`config.mk`:
```
export PLATFORM = sky130hd
export DESIGN_NAME = aes_block_stream_adapter_flat
export DESIGN_NICKNAME = d
export VERILOG_FILES = /design/src/rtl/aes_block_stream_adapter_if.sv /design/src/rtl/aes_block_stream_adapter.sv /design/src/flat_wrapper.sv
export SDC_FILE = /design/constraint.sdc
export NUM_CORES = 1
export LEC_CHECK = 0
export CELL_PAD_IN_SITES_DETAIL_PLACEMENT = 1
export CELL_PAD_IN_SITES_GLOBAL_PLACEMENT = 1
export CORE_AREA = 10 10 271 273
export CTS_CLUSTER_SIZE = 28
export DETAILED_ROUTE_END_ITERATION = 16
export DIE_AREA = 0 0 281 283
export GPL_ROUTABILITY_DRIVEN = 0
export HOLD_SLACK_MARGIN = 0.12
export PLACE_DENSITY_LB_ADDON = 0.1
export SYNTH_ARGS = -nofsm -noshare
export SYNTH_HDL_FRONTEND = slang
export SYNTH_SLANG_ARGS = --single-unit
```
`constraint.sdc`:
```
create_clock -name clk -period 4.9 [get_ports clk]
set_input_delay 0.98 -clock clk [delete_from_list [all_inputs] [get_ports clk]]
set_output_delay 0.98 -clock clk [all_outputs]
set_load 0.01 [all_outputs]
```
`src/rtl/aes_block_stream_adapter_if.sv`:
```
// Stream and core-port bundle for aes_block_stream_adapter.
// Modport master is the adapter side; slave is the environment (stream fabric plus AES core).
interface aes_block_stream_adapter_if;
   logic [31:0]  s_tdata;
   logic         s_tvalid;
   logic         s_tready;
   logic [31:0]  m_tdata;
   logic         m_tvalid;
   logic         m_tready;
   logic         core_start;
   logic         core_enc_dec;
   logic [127:0] core_data_in;
   logic [127:0] core_key_in;
   logic [127:0] core_data_out;
   logic         core_ready;

   modport master (
      input  s_tdata, s_tvalid, m_tready, core_data_out, core_ready,
      output s_tready, m_tdata, m_tvalid, core_start, core_enc_dec, core_data_in, core_key_in
   );

   modport slave (
      output s_tdata, s_tvalid, m_tready, core_data_out, core_ready,
      input  s_tready, m_tdata, m_tvalid, core_start, core_enc_dec, core_data_in, core_key_in
   );
endinterface

```
`src/rtl/aes_block_stream_adapter.sv`:
```
// Word-serial pack/unpack adapter around the iterative AES-128 core (32-bit stream, 128-bit block).
// Optional CBC chaining is compiled in when AES_CBC_MODE_EN is defined; otherwise ECB only.
module aes_block_stream_adapter (
   input  logic         clk,
   input  logic         rst_n,
   input  logic [127:0] i_cfg_key,
   input  logic         i_cfg_enc_dec,
   input  logic [127:0] i_cfg_iv,
   input  logic         i_cfg_load_iv,
   output logic         o_busy,
   aes_block_stream_adapter_if.master bus
);

   typedef enum logic [1:0] {
      ST_COLLECT = 2'd0,
      ST_START   = 2'd1,
      ST_RUN     = 2'd2,
      ST_DRAIN   = 2'd3
   } state_t;

   function automatic logic [31:0] f_word_sel(input logic [127:0] blk, input logic [1:0] idx);
      logic [31:0] w;
      case (idx)
         2'd0:    w = blk[127:96];
         2'd1:    w = blk[95:64];
         2'd2:    w = blk[63:32];
         default: w = blk[31:0];
      endcase
      return w;
   endfunction

   state_t       r_state;
   logic [1:0]   r_word_cnt;
   logic [1:0]   r_out_cnt;
   logic         r_armed;
   // Word 3 never needs storing: it is consumed the same cycle the block is launched.
   logic [95:0]  r_blk;
   logic [127:0] r_out_blk;
   logic         r_s_tready;
   logic         r_m_tvalid;
   logic [31:0]  r_m_tdata;
   logic         r_core_start;
   logic         r_core_enc_dec;
   logic [127:0] r_core_data_in;
   logic [127:0] r_core_key_in;
   logic         r_busy;
`ifdef AES_CBC_MODE_EN
   logic [127:0] r_chain;
`else
   logic         w_unused_cfg;
   assign w_unused_cfg = ^{i_cfg_iv, i_cfg_load_iv};
`endif

   logic         w_s_hs;
   logic         w_m_hs;
   logic [127:0] w_blk_full;
   logic [127:0] w_core_data_in;
   logic [127:0] w_out_blk;

   // Handshakes and the chaining datapath into and out of the core
   always_comb begin
      w_s_hs     = bus.s_tvalid & r_s_tready;
      w_m_hs     = r_m_tvalid & bus.m_tready;
      w_blk_full = {r_blk, bus.s_tdata};
`ifdef AES_CBC_MODE_EN
      w_core_data_in = r_core_enc_dec ? (w_blk_full ^ r_chain) : w_blk_full;
      w_out_blk      = r_core_enc_dec ? bus.core_data_out : (bus.core_data_out ^ r_chain);
`else
      w_core_data_in = w_blk_full;
      w_out_blk      = bus.core_data_out;
`endif
   end

   // Control FSM with block capture and all registered outputs
   always_ff @(posedge clk or negedge rst_n) begin
      if (!rst_n) begin
         r_state        <= ST_COLLECT;
         r_word_cnt     <= 2'd0;
         r_out_cnt      <= 2'd0;
         r_armed        <= 1'b0;
         r_blk          <= 96'd0;
         r_out_blk      <= 128'd0;
         r_s_tready     <= 1'b1;
         r_m_tvalid     <= 1'b0;
         r_m_tdata      <= 32'd0;
         r_core_start   <= 1'b0;
         r_core_enc_dec <= 1'b1;
         r_core_data_in <= 128'd0;
         r_core_key_in  <= 128'd0;
         r_busy         <= 1'b0;
`ifdef AES_CBC_MODE_EN
         r_chain        <= 128'd0;
`endif
      end else begin
         case (r_state)
            ST_COLLECT: begin
`ifdef AES_CBC_MODE_EN
               if (i_cfg_load_iv && (r_word_cnt == 2'd0)) begin
                  r_chain <= i_cfg_iv;
               end
`endif
               if (w_s_hs) begin
                  r_word_cnt <= r_word_cnt + 2'd1;
                  r_busy     <= 1'b1;
                  case (r_word_cnt)
                     2'd0: begin
                        r_blk[95:64]   <= bus.s_tdata;
                        r_core_key_in  <= i_cfg_key;
                        r_core_enc_dec <= i_cfg_enc_dec;
                     end
                     2'd1:    r_blk[63:32] <= bus.s_tdata;
                     2'd2:    r_blk[31:0]  <= bus.s_tdata;
                     default: begin
                        r_core_data_in <= w_core_data_in;
                        r_core_start   <= 1'b1;
                        r_s_tready     <= 1'b0;
                        r_state        <= ST_START;
                     end
                  endcase
               end
            end
            ST_START: begin
               r_core_start <= 1'b0;
               r_armed      <= 1'b0;
               r_state      <= ST_RUN;
            end
            ST_RUN: begin
               // A ready seen before the core has dropped it belongs to the previous block.
               if (!bus.core_ready) begin
                  r_armed <= 1'b1;
               end else if (r_armed) begin
                  r_out_blk  <= w_out_blk;
                  r_m_tdata  <= f_word_sel(w_out_blk, 2'd0);
                  r_m_tvalid <= 1'b1;
                  r_out_cnt  <= 2'd0;
                  r_state    <= ST_DRAIN;
`ifdef AES_CBC_MODE_EN
                  // In decrypt, core_data_in is the untouched ciphertext block.
                  r_chain    <= r_core_enc_dec ? bus.core_data_out : r_core_data_in;
`endif
               end
            end
            ST_DRAIN: begin
               if (w_m_hs) begin
                  if (r_out_cnt == 2'd3) begin
                     r_out_cnt  <= 2'd0;
                     r_m_tvalid <= 1'b0;
                     r_m_tdata  <= 32'd0;
                     r_s_tready <= 1'b1;
                     r_busy     <= 1'b0;
                     r_word_cnt <= 2'd0;
                     r_state    <= ST_COLLECT;
                  end else begin
                     r_out_cnt <= r_out_cnt + 2'd1;
                     r_m_tdata <= f_word_sel(r_out_blk, r_out_cnt + 2'd1);
                  end
               end
            end
            default: r_state <= ST_COLLECT;
         endcase
      end
   end

   assign bus.s_tready     = r_s_tready;
   assign bus.m_tvalid     = r_m_tvalid;
   assign bus.m_tdata      = r_m_tdata;
   assign bus.core_start   = r_core_start;
   assign bus.core_enc_dec = r_core_enc_dec;
   assign bus.core_data_in = r_core_data_in;
   assign bus.core_key_in  = r_core_key_in;
   assign o_busy           = r_busy;

endmodule

```
`src/flat_wrapper.sv`:
```
// flat-port wrapper written by rule: the top's interface ports become plain ports
module aes_block_stream_adapter_flat 
  (clk, rst_n, i_cfg_key, i_cfg_enc_dec, i_cfg_iv, i_cfg_load_iv, o_busy, bus_s_tdata, bus_s_tvalid, bus_m_tready, bus_core_data_out, bus_core_ready, bus_s_tready, bus_m_tdata, bus_m_tvalid, bus_core_start, bus_core_enc_dec, bus_core_data_in, bus_core_key_in);
  aes_block_stream_adapter_if bus_i ();
  input  logic clk;
  input  logic rst_n;
  input  logic [127:0] i_cfg_key;
  input  logic i_cfg_enc_dec;
  input  logic [127:0] i_cfg_iv;
  input  logic i_cfg_load_iv;
  output logic o_busy;
  input wire logic [$bits(bus_i.s_tdata)-1:0] bus_s_tdata;
  input wire logic [$bits(bus_i.s_tvalid)-1:0] bus_s_tvalid;
  input wire logic [$bits(bus_i.m_tready)-1:0] bus_m_tready;
  input wire logic [$bits(bus_i.core_data_out)-1:0] bus_core_data_out;
  input wire logic [$bits(bus_i.core_ready)-1:0] bus_core_ready;
  output wire logic [$bits(bus_i.s_tready)-1:0] bus_s_tready;
  output wire logic [$bits(bus_i.m_tdata)-1:0] bus_m_tdata;
  output wire logic [$bits(bus_i.m_tvalid)-1:0] bus_m_tvalid;
  output wire logic [$bits(bus_i.core_start)-1:0] bus_core_start;
  output wire logic [$bits(bus_i.core_enc_dec)-1:0] bus_core_enc_dec;
  output wire logic [$bits(bus_i.core_data_in)-1:0] bus_core_data_in;
  output wire logic [$bits(bus_i.core_key_in)-1:0] bus_core_key_in;
  assign bus_i.s_tdata = bus_s_tdata;
  assign bus_i.s_tvalid = bus_s_tvalid;
  assign bus_i.m_tready = bus_m_tready;
  assign bus_i.core_data_out = bus_core_data_out;
  assign bus_i.core_ready = bus_core_ready;
  assign bus_s_tready = bus_i.s_tready;
  assign bus_m_tdata = bus_i.m_tdata;
  assign bus_m_tvalid = bus_i.m_tvalid;
  assign bus_core_start = bus_i.core_start;
  assign bus_core_enc_dec = bus_i.core_enc_dec;
  assign bus_core_data_in = bus_i.core_data_in;
  assign bus_core_key_in = bus_i.core_key_in;
  aes_block_stream_adapter u_core (.clk(clk), .rst_n(rst_n), .i_cfg_key(i_cfg_key), .i_cfg_enc_dec(i_cfg_enc_dec), .i_cfg_iv(i_cfg_iv), .i_cfg_load_iv(i_cfg_load_iv), .o_busy(o_busy), .bus(bus_i));
endmodule
```
==> results of run 1 <==
-- final cells by class --
type / instances / share of cell area, %
Timing Repair Buffer: 607 / 20.72
Multi-Input combinational cell: 741 / 23.99
Clock buffer: 83 / 5.612
Tap cell: 882 / 3.739
Sequential cell: 524 / 44.43
Antenna cell: 11 / 0.09326
Inverter: 42 / 0.5341
Clock inverter: 22 / 0.8817
-- cell families (layout without fill, tap and decap cells) --
family	Yosys count	in the layout	synth area share [%]
multiplexers	482	482	26.10
AO/OA/AOI/OAI	187	187	5.783
other	0	11	0
buffers and inverters	124	754	3.015
AND/OR/NAND/NOR	58	58	1.185
adder cells (fa/ha/maj)	14	14	0.8424
flip-flops	524	524	63.07
-- cells in the mapped netlist (all sizes together) --
library cell	instances	area share, %
mux2	482	26
a21boi	1	0.036
nor2	35	0.63
or4	1	0.036
clkbuf	18	0.32
o211ai	1	0.036
a211oi	1	0.096
and3	2	0.060
o21ai	7	0.17
ha	14	0.84
nor4	1	0.030
a21oi	100	2.4
inv	42	0.76
a22o	7	0.29
nand4	2	0.060
a221oi	31	1.3
buf	64	1.9
nand2b	2	0.060
dfrtp	522	63
a21o	2	0.072
dfstp	2	0.25
a22oi	34	1.2
nand2	12	0.23
a2111oi	1	0.042
nand3	2	0.048
nor2b	1	0.030
a221o	2	0.096
-- worst min path at each step --
stage | startpoint | endpoint | slack (ps) | cells past startpoint
2_1_floorplan | u_core.r_blk[95] | u_core.bus.core_data_in[127] | 470 | 1
3_3_place_gp | u_core.r_blk[12] | u_core.bus.core_data_in[44] | 480 | 1
3_5_place_dp | u_core.r_blk[36] | u_core.bus.core_data_in[68] | 490 | 1
4_1_cts | rst_n | u_core.bus.core_data_in[51] | 430 | 1
5_1_grt | rst_n | u_core.bus.core_data_in[51] | 470 | 1
6_report | rst_n | u_core.bus.core_data_in[51] | 420 | 1
-- metrics by stage --
step,cell area (um^2),utilization (%),cells,hold slack (ps),total power [uW]
after floorplan,20790,-,1389,474.9,9893
after global placement,27570,40.49,2796,480.5,12840
after detailed placement,27570,40.49,2796,490.2,13060
after CTS,29490,43.30,2901,431.6,17620
after global routing,29500,43.32,2907,468.7,18350
final,29520,43.34,2912,421.0,17280
-- routing by layer --
| layer | wire length [um] | GRT usage (%) | vias to the layer above |
|---|---|---|---|
| met4 | 1856 | 5.471 | 18 |
| met1 | 26040 | 18.59 | 7102 |
| li1 | - | - | 6152 |
| met5 | 115 | 0 | - |
| met2 | 36110 | 30.47 | 322 |
| met3 | 4889 | 5.639 | 116 |
-- power by group --
group,internal (uW),switching (uW)
sequential,6010,879
clock,2600,1810
combinational,3310,2670
total,11900,5350
-- layout by cell type, fill, tap and decap left out, types with 7 or more instances in the layout --
master                              n
sky130_fd_sc_hd__clkinv_2          14
sky130_fd_sc_hd__a21oi_1          100
sky130_fd_sc_hd__nor2_1            35
sky130_fd_sc_hd__a22o_1             7
sky130_fd_sc_hd__nand2_1            9
sky130_fd_sc_hd__dfrtp_1          522
sky130_fd_sc_hd__o21ai_0            7
sky130_fd_sc_hd__clkbuf_16         59
sky130_fd_sc_hd__buf_12             7
sky130_fd_sc_hd__clkbuf_1          15
sky130_fd_sc_hd__buf_4             14
sky130_fd_sc_hd__a22oi_1           34
sky130_fd_sc_hd__clkbuf_8           9
sky130_fd_sc_hd__clkdlybuf4s50_1  585
sky130_fd_sc_hd__diode_2           11
sky130_fd_sc_hd__a221oi_1          31
sky130_fd_sc_hd__ha_1              12
sky130_fd_sc_hd__inv_1             41
sky130_fd_sc_hd__mux2_2           482
-- flip-flops by register name (all words and copies together) (netlist names) --
register	cells
u_core.bus.core_data_in	128
u_core.bus.core_enc_dec	1
u_core.bus.core_key_in	128
u_core.bus.core_start	1
u_core.bus.m_tdata	32
u_core.bus.m_tvalid	1
u_core.bus.s_tready	1
u_core.o_busy	1
u_core.r_armed	1
u_core.r_blk	96
u_core.r_out_blk	128
u_core.r_out_cnt	2
u_core.r_state	2
u_core.r_word_cnt	2
==> results.yml, run 1 <==
critical_path:
  regToRegEndpoint: "u_core.bus.core_data_in[52]"
  slowest_stage: "sky130_fd_sc_hd__buf_4"
  critPathCaptureType: "flip-flop"
  critical_path_arrival_ps: 3590
  setup.worst_path.end: "u_core.bus.core_data_in[52]"
  cp.required_ps: 5390
  worst_setup_path_start_kind: "input pin"
  worst-setup-path-type: "input pin to flip-flop"
  r2r_setup_slack_ps: 1860
  largest_stage_delay_on_the_critical_path_ps: 860
  r2r_cells: 6
  crit_path_frequent_cell: "sky130_fd_sc_hd__buf_4"
  worst-path-stages: 5
  cp_cell_sequence: "clkdlybuf4s50_1 > nand4_1 > buf_4 > buf_4 > mux2_2"
  startpoint: "bus_s_tvalid"
  worst_r2r_startpoint: "u_core.r_state[0]"
  critPathMaxFanout: 68
  critPathTopFamily: "buffers and inverters"
  crit_buf_inv: 3
status:
  outcome: "complete, no violations"
sta:
  timing.slew.headroom_pct: 37.85
  post-route-worst-setup-slack_ps: 1795
  hold_viol_final: 0
  min_period_over_period_pct: 63.37
  min_period_ps: 3105
  fin_worst_skew_ps: 25.11
  achievable-frequency_mhz: 322.1
  unrepaired_setup_endpoints_after_global_routing: "no"
  setup-tns-final_ps: 0
  finalMaxSlewViolations: 0
  worst_slew_pin_slew_ps: 932.3
  report.final.setup_viol: 0
cts:
  cts.repair.resized: 0
  tritoncts: "done"
  clock_tree.htree_level_count: 2
  clock_tree.root_cell: "sky130_fd_sc_hd__clkbuf_16"
  clk_latency_ps: 610
  cts.clk_slew.worst_paths_ps: 60
  cts_inserted_buffers: 59
  cts_setup_buffers: 0
  hold_buffers: 0
  ctsLongestPathBuffers: 3
  cts.sink_count: 524
floorplan:
  fp-row-count: 96
  die_h_um: 283
  die-width_um: 281
  coreArea_um2: 68110
  initial_utilization_pct: 30.53
  ios: 716
  design.die.area_um2: 79520
detailed_routing:
  wirelength_mm: 69.02
  first_pass_iters: 4
  postRouteAntennaNets: 0
  drt_first_iter_violations: 547
  drc_errors: 0
  avgRoutedWirePerCell_um: 23.70
  route.detailed.vias_per_inst: 4.708
  detailroute.via_count: 13710
layout:
  nets: 2412
  multi_input_comb_area_um2: 7081
  drive_gt1_share_pct: 29.92
  fill_cell_total_of_the_finished_layout: 6911
  seq_area_um2: 13120
  syn_to_final_growth_pct: 41.95
place:
  place.detailed.hpwl_mm: 49.41
  dpl_worst_slack_ps: 1090
  port_buffers: 586
synthesis:
  synthesis.yosys.warnings: 0
  synthCells: 1389
  proportion_of_synthesized_chip_area_in_sequential_cells_pct: 63.07
  ys_ff_latch: 524
  synth.distinct_cells: 32
  post_synth_instance_area_um2: 20790
  synthesis.area_per_instance_um2: 14.97
  syn_nets: 1826
global_routing:
  global_route.usage.total_pct: 17.01
  grt_antenna_before_repair: 19
  grt_start_max_net_pins: 102
  grt.overflow.total: 0
  grt_pass1_vias: 15340
  grt_first_pass_wirelength_mm: 102.5
job:
  maxCapViolations: 0
pwr:
  power.static_leakage_uw: 0.01295
  power_dens_cells_nw_per_um2: 585.3
  vdd_ir_drop_max_mv: 0.2885
hold_path:
  hold_path_class: "input pin to asynchronous set/reset pin"
No activity file was read; power rests on OpenSTA's default activity.
==> run 2, diff against run 1 <==
--- a/config.mk
+++ b/config.mk
@@ -7,10 +7,10 @@
 export LEC_CHECK = 0
 export CELL_PAD_IN_SITES_DETAIL_PLACEMENT = 1
 export CELL_PAD_IN_SITES_GLOBAL_PLACEMENT = 1
-export CORE_AREA = 10 10 271 273
+export CORE_AREA = 10 10 270 272
 export CTS_CLUSTER_SIZE = 28
 export DETAILED_ROUTE_END_ITERATION = 16
-export DIE_AREA = 0 0 281 283
+export DIE_AREA = 0 0 280 282
 export GPL_ROUTABILITY_DRIVEN = 0
 export HOLD_SLACK_MARGIN = 0.12
 export PLACE_DENSITY_LB_ADDON = 0.1
==> constraint.sdc (replaced) <==
create_clock -name clk -period 2.6 [get_ports clk]
set_input_delay 0.52 -clock clk [delete_from_list [all_inputs] [get_ports clk]]
set_output_delay 0.52 -clock clk [all_outputs]
set_load 0.01 [all_outputs]
==> run 2 against run 1 <==
Clock-buffer cell count grew 5. Sequential share of layout area shrank 0.83 points. Cell area grew 1.9%. First-iteration DRC count shrank 2.9%. Utilization grew 1.1 points. Cell count grew 1.1%. Worst hold slack lost 17 ps. Critical path type is now flip-flop to primary output. Critical endpoint is now bus_s_tready. Largest power group unchanged.
==> results.yml, run 2 (same netlist as run 1, synthesis figures left out) <==
status:
  outcome: "complete, no violations"
layout:
  stdcell_count: 2945
  layout.cells.most_common: "sky130_fd_sc_hd__clkdlybuf4s50_1"
  multi_input_comb_area_um2: 7078
  nets: 2439
  seq_area_um2: 13120
  layout_common_cells: "sky130_fd_sc_hd__clkdlybuf4s50_1 (585), sky130_fd_sc_hd__dfrtp_1 (522), sky130_fd_sc_hd__mux2_2 (482)"
  fill_cell_total_of_the_finished_layout: 6863
  syn_to_final_growth_pct: 44.66
  drive_gt1_share_pct: 31.14
sta:
  hold_viol_final: 0
  report.final.setup_viol: 0
  achievable-frequency_mhz: 428.4
  min_period_ps: 2334
  setup-tns-final_ps: 0
  fin_worst_skew_ps: 12.13
  unrepaired_setup_endpoints_after_global_routing: "no"
  timing.slew.headroom_pct: 64.83
  worst_slew_pin_slew_ps: 527.6
  finalMaxSlewViolations: 0
  min_period_over_period_pct: 89.79
detailed_routing:
  wirelength_mm: 69.65
  drc_errors: 0
  detailroute.via_count: 13790
  avgRoutedWirePerCell_um: 23.65
  route.detailed.vias_per_inst: 4.681
  drt_first_iter_violations: 531
  postRouteAntennaNets: 0
  first_pass_iters: 4
cts:
  cts.sink_count: 524
  cts.clk_slew.worst_paths_ps: 60
  cts_inserted_buffers: 59
  clock_tree.htree_level_count: 2
  tritoncts: "done"
  cts_setup_buffers: 0
  clock_tree.root_cell: "sky130_fd_sc_hd__clkbuf_16"
  clk_latency_ps: 610
  ctsLongestPathBuffers: 3
critical_path:
  startpoint: "u_core.bus.s_tready"
  worst_r2r_startpoint: "u_core.r_state[0]"
  cp_cell_sequence: "clkdlybuf4s50_1"
  critPathTopFamily: "buffers and inverters"
  worst-setup-path-type: "flip-flop to primary output"
  regToRegEndpoint: "u_core.bus.core_key_in[91]"
  critPathMaxFanout: 7
  slowest_stage: "sky130_fd_sc_hd__clkdlybuf4s50_1"
  worst_setup_path_start_kind: "flip-flop"
  largest_stage_delay_on_the_critical_path_ps: 630
  worst-path-stages: 1
  critPathCaptureType: "primary output"
  cp.required_ps: 2080
  setup.worst_path.end: "bus_s_tready"
  crit_buf_inv: 1
  critical_path_arrival_ps: 1810
  r2r_cells: 6
  r2r_setup_slack_ps: 380
place:
  place_inst: 2822
  place.detailed.hpwl_mm: 51.02
  port_buffers: 586
pwr:
  power.static_leakage_uw: 0.01324
  vdd_ir_drop_max_mv: 0.5387
  power_dens_cells_nw_per_um2: 1105
floorplan:
  die_h_um: 282
  ios: 716
  fp-row-count: 96
  design.die.area_um2: 78960
  initial_utilization_pct: 30.69
  coreArea_um2: 67750
  die-width_um: 280
global_routing:
  grt_pass1_vias: 15310
  grt_first_pass_wirelength_mm: 101.7
  grt_start_max_net_pins: 82
  global_route.usage.total_pct: 16.99
  grt.overflow.total: 0
  grt_antenna_before_repair: 19
job:
  maxCapViolations: 0
hold_path:
  hold_path_class: "input pin to asynchronous set/reset pin"
run 2: routing by layer:
| layer | global-route usage, % | part of all wire, % |
|---|---|---|
| met1 | 19.18 | 39 |
| met2 | 30.46 | 53 |
| met3 | 5.436 | 6.2 |
| met4 | 4.505 | 1.8 |
| met5 | 0 | 0.18 |
run 2: layout make-up:
type | count | area share [%]
Clock inverter | 23 | 0.9525
Timing Repair Buffer | 634 | 21.76
Multi-Input combinational cell | 741 | 23.53
Antenna cell | 11 | 0.09151
Sequential cell | 524 | 43.60
Inverter | 42 | 0.5241
Tap cell | 882 | 3.669
Clock buffer | 88 | 5.869
run 2: through the flow:
step	instance area, um^2	utilization (%)	hold slack (ps)	total power (uW)	worst slack (ps)
after global placement	27990	41.32	442.6	24470	257.5
after global routing	30070	44.39	410.8	35290	158.4
after detailed placement	27990	41.32	445.1	24880	227.2
after floorplan	20790	-	224.4	18650	757.2
final	30080	44.40	403.9	33250	265.5
after CTS	30050	44.36	392.1	33850	201.4
run 2: worst min-delay path by stage:
stage | from | to | cells after the start
2_1_floorplan | rst_n | u_core.bus.core_data_in[0] | 0
3_3_place_gp | rst_n | u_core.bus.core_data_in[82] | 1
3_5_place_dp | rst_n | u_core.bus.core_data_in[82] | 1
4_1_cts | rst_n | u_core.bus.core_data_in[82] | 2
5_1_grt | rst_n | u_core.bus.core_data_in[82] | 2
6_report | rst_n | u_core.bus.core_data_in[82] | 2
run 2: repair_timing:
action                                 4_1_cts  5_1_grt
endpoints found under the hold margin       29        0
hold buffers                                 1        0
resized for setup                            0        0
run 2: power by group:
| part | switching [uW] | internal [uW] |
|---|---|---|
| Combinational | 5060 | 6430 |
| Sequential | 1700 | 11300 |
| Clock | 3440 | 5280 |
==> run 3, diff against run 2 <==
--- a/config.mk
+++ b/config.mk
@@ -5,12 +5,13 @@
 export SDC_FILE = /design/constraint.sdc
 export NUM_CORES = 1
 export LEC_CHECK = 0
+export ABC_CLOCK_PERIOD_IN_PS = 2600
 export CELL_PAD_IN_SITES_DETAIL_PLACEMENT = 1
-export CELL_PAD_IN_SITES_GLOBAL_PLACEMENT = 1
-export CORE_AREA = 10 10 270 272
+export CELL_PAD_IN_SITES_GLOBAL_PLACEMENT = 2
+export CORE_MARGIN = 10
+export CORE_UTILIZATION = 27
 export CTS_CLUSTER_SIZE = 28
 export DETAILED_ROUTE_END_ITERATION = 16
-export DIE_AREA = 0 0 280 282
 export GPL_ROUTABILITY_DRIVEN = 0
 export HOLD_SLACK_MARGIN = 0.12
 export PLACE_DENSITY_LB_ADDON = 0.1
==> run 3 against run 2 <==
Non-clock buffer count did not move. Sequential share of layout area barely moved. Sequential cell count did not move. Via count rose by 0.60%. First-iteration DRC count fell by 12%. Register-to-register slack improved by 120 ps. Clock skew fell by 1.9 ps. Total power fell by 1.8%. Largest cell class unchanged. Sequential power barely moved. Maximum frequency fell by 3.5%.
==> results.yml, run 3 (same netlist as run 1, synthesis figures left out) <==
global_routing:
  global_route.usage.total_pct: 16.11
  grt_antenna_before_repair: 19
  grt_start_max_net_pins: 77
  grt_pass1_vias: 15430
  grt.overflow.total: 0
  grt_first_pass_wirelength_mm: 107.4
sta:
  timing.slew.headroom_pct: 63.62
  fin_worst_skew_ps: 10.24
  min_period_over_period_pct: 93.00
  min_period_ps: 2418
  setup-tns-final_ps: 0
  achievable-frequency_mhz: 413.6
  unrepaired_setup_endpoints_after_global_routing: "no"
  hold_ws_ps: 443.9
  worst_slew_pin_slew_ps: 545.6
  hold_viol_final: 0
  finalMaxSlewViolations: 0
  report.final.setup_viol: 0
status:
  outcome: "complete, no violations"
layout:
  layout_common_cells: "sky130_fd_sc_hd__clkdlybuf4s50_1 (585), sky130_fd_sc_hd__dfrtp_1 (522), sky130_fd_sc_hd__mux2_2 (482)"
  drive_gt1_share_pct: 30.37
  layout.cells.most_common: "sky130_fd_sc_hd__clkdlybuf4s50_1"
  final_design_area_no_fill_um2: 30090
  syn_to_final_growth_pct: 44.68
  nets: 2441
detailed_routing:
  wirelength_mm: 73.26
  drc_errors: 0
  avgRoutedWirePerCell_um: 23.84
  postRouteAntennaNets: 0
  first_pass_iters: 7
  route.detailed.vias_per_inst: 4.513
  drt_first_iter_violations: 466
  detailroute.via_count: 13870
cts:
  cts.sink_count: 524
  clock_tree.htree_level_count: 2
  clk_latency_ps: 610
  clock_tree.root_cell: "sky130_fd_sc_hd__clkbuf_16"
  cts.clk_slew.worst_paths_ps: 60
  tritoncts: "done"
  cts_inserted_buffers: 61
  hold_buffers: 1
  ctsLongestPathBuffers: 3
  cts_setup_buffers: 0
  cts.repair.resized: 0
job:
  maxCapViolations: 0
floorplan:
  initial_utilization_pct: 27.29
  ios: 716
  fp-row-count: 101
  die-width_um: 297.5
  design.die.area_um2: 88520
  die_h_um: 297.5
  coreArea_um2: 76200
pwr:
  total_power_uw: 32650
  power_dens_cells_nw_per_um2: 1085
  power.static_leakage_uw: 0.01313
  vdd_ir_drop_max_mv: 0.5358
hold_path:
  hold_path_class: "input pin to asynchronous set/reset pin"
place:
  place.detailed.hpwl_mm: 53.88
  port_buffers: 586
  placed_cell_area_um2: 28230
critical_path:
  cp.required_ps: 2080
  slowest_stage: "sky130_fd_sc_hd__clkdlybuf4s50_1"
  largest_stage_delay_on_the_critical_path_ps: 690
  critPathCaptureType: "primary output"
  crit_buf_inv: 1
  critPathMaxFanout: 7
  cp_cell_sequence: "clkdlybuf4s50_1"
  critPathTopFamily: "buffers and inverters"
  worst_setup_path_start_kind: "flip-flop"
  critical_path_arrival_ps: 1900
  worst-setup-path-type: "flip-flop to primary output"
==> run 3: changes by cell type in the layout (fill, tap and decap cells not counted), moves of 2 or more <==
cell,delta
sky130_fd_sc_hd__clkbuf_16,+4
sky130_fd_sc_hd__buf_4,-4
sky130_fd_sc_hd__clkbuf_1,+9
sky130_fd_sc_hd__clkinv_2,-8
sky130_fd_sc_hd__ha_2,+2
sky130_fd_sc_hd__inv_6,-4
sky130_fd_sc_hd__ha_1,-2
sky130_fd_sc_hd__diode_2,-6
sky130_fd_sc_hd__clkbuf_8,-9
sky130_fd_sc_hd__bufinv_16,-5
sky130_fd_sc_hd__buf_12,+4
==> run 3: layout make-up <==
cell class,instances,area [um^2]
inverter,42,157.7
multi-input combinational,741,7086
tap,1030,1289
timing repair buffer,634,6596
antenna,5,12.51
clock buffer,92,1775
clock inverter,5,53.80
fill,7850,46120
sequential,524,13120
==> run 3: final timing paths <==
path	from	endpoint	slack (ps)	depth (start not counted)
worst max-delay path	u_core.bus.s_tready	bus_s_tready	180	1
min in group clk	u_core.r_blk[41]	u_core.bus.core_data_in[73]	500	1
worst min-delay path	rst_n	u_core.bus.core_data_in[23]	440	2
worst max register to register	u_core.r_state[0]	u_core.bus.m_tdata[14]	500	7
worst min register to register	u_core.r_blk[41]	u_core.bus.core_data_in[73]	500	1
max in group asynchronous	rst_n	u_core.bus.core_enc_dec	1290	3
==> run 3: routing by layer <==
| metal | vias up | share of wire (%) | wire, um | track usage [%] |
|---|---|---|---|---|
| li1 | 6206 | - | - | - |
| met1 | 7166 | 37 | 27400 | 17.54 |
| met2 | 361 | 52 | 38430 | 29.17 |
| met3 | 109 | 8.0 | 5849 | 5.965 |
| met4 | 26 | 1.9 | 1408 | 3.887 |
| met5 | - | 0.23 | 169 | 0 |
==> run 3: through the flow <==
| stage | worst slack (ps) | cells | util [%] |
|---|---|---|---|
| 2_1_floorplan | 757.2 | 1389 | - |
| 3_3_place_gp | 279.9 | 2970 | 37.05 |
| 3_5_place_dp | 249.9 | 2970 | 37.05 |
| 4_1_cts | 132.5 | 3068 | 39.46 |
| 5_1_grt | 103.0 | 3070 | 39.47 |
| 6_report | 182.0 | 3073 | 39.48 |
==> run 3: report_power, final <==
| group | leakage [uW] | total, uW | internal (uW) | switching (uW) |
|---|---|---|---|---|
| combinational | 0.00561 | 11600 | 6420 | 5180 |
| sequential | 0.00663 | 13000 | 11300 | 1640 |
| clock | 0.000895 | 8080 | 4720 | 3360 |
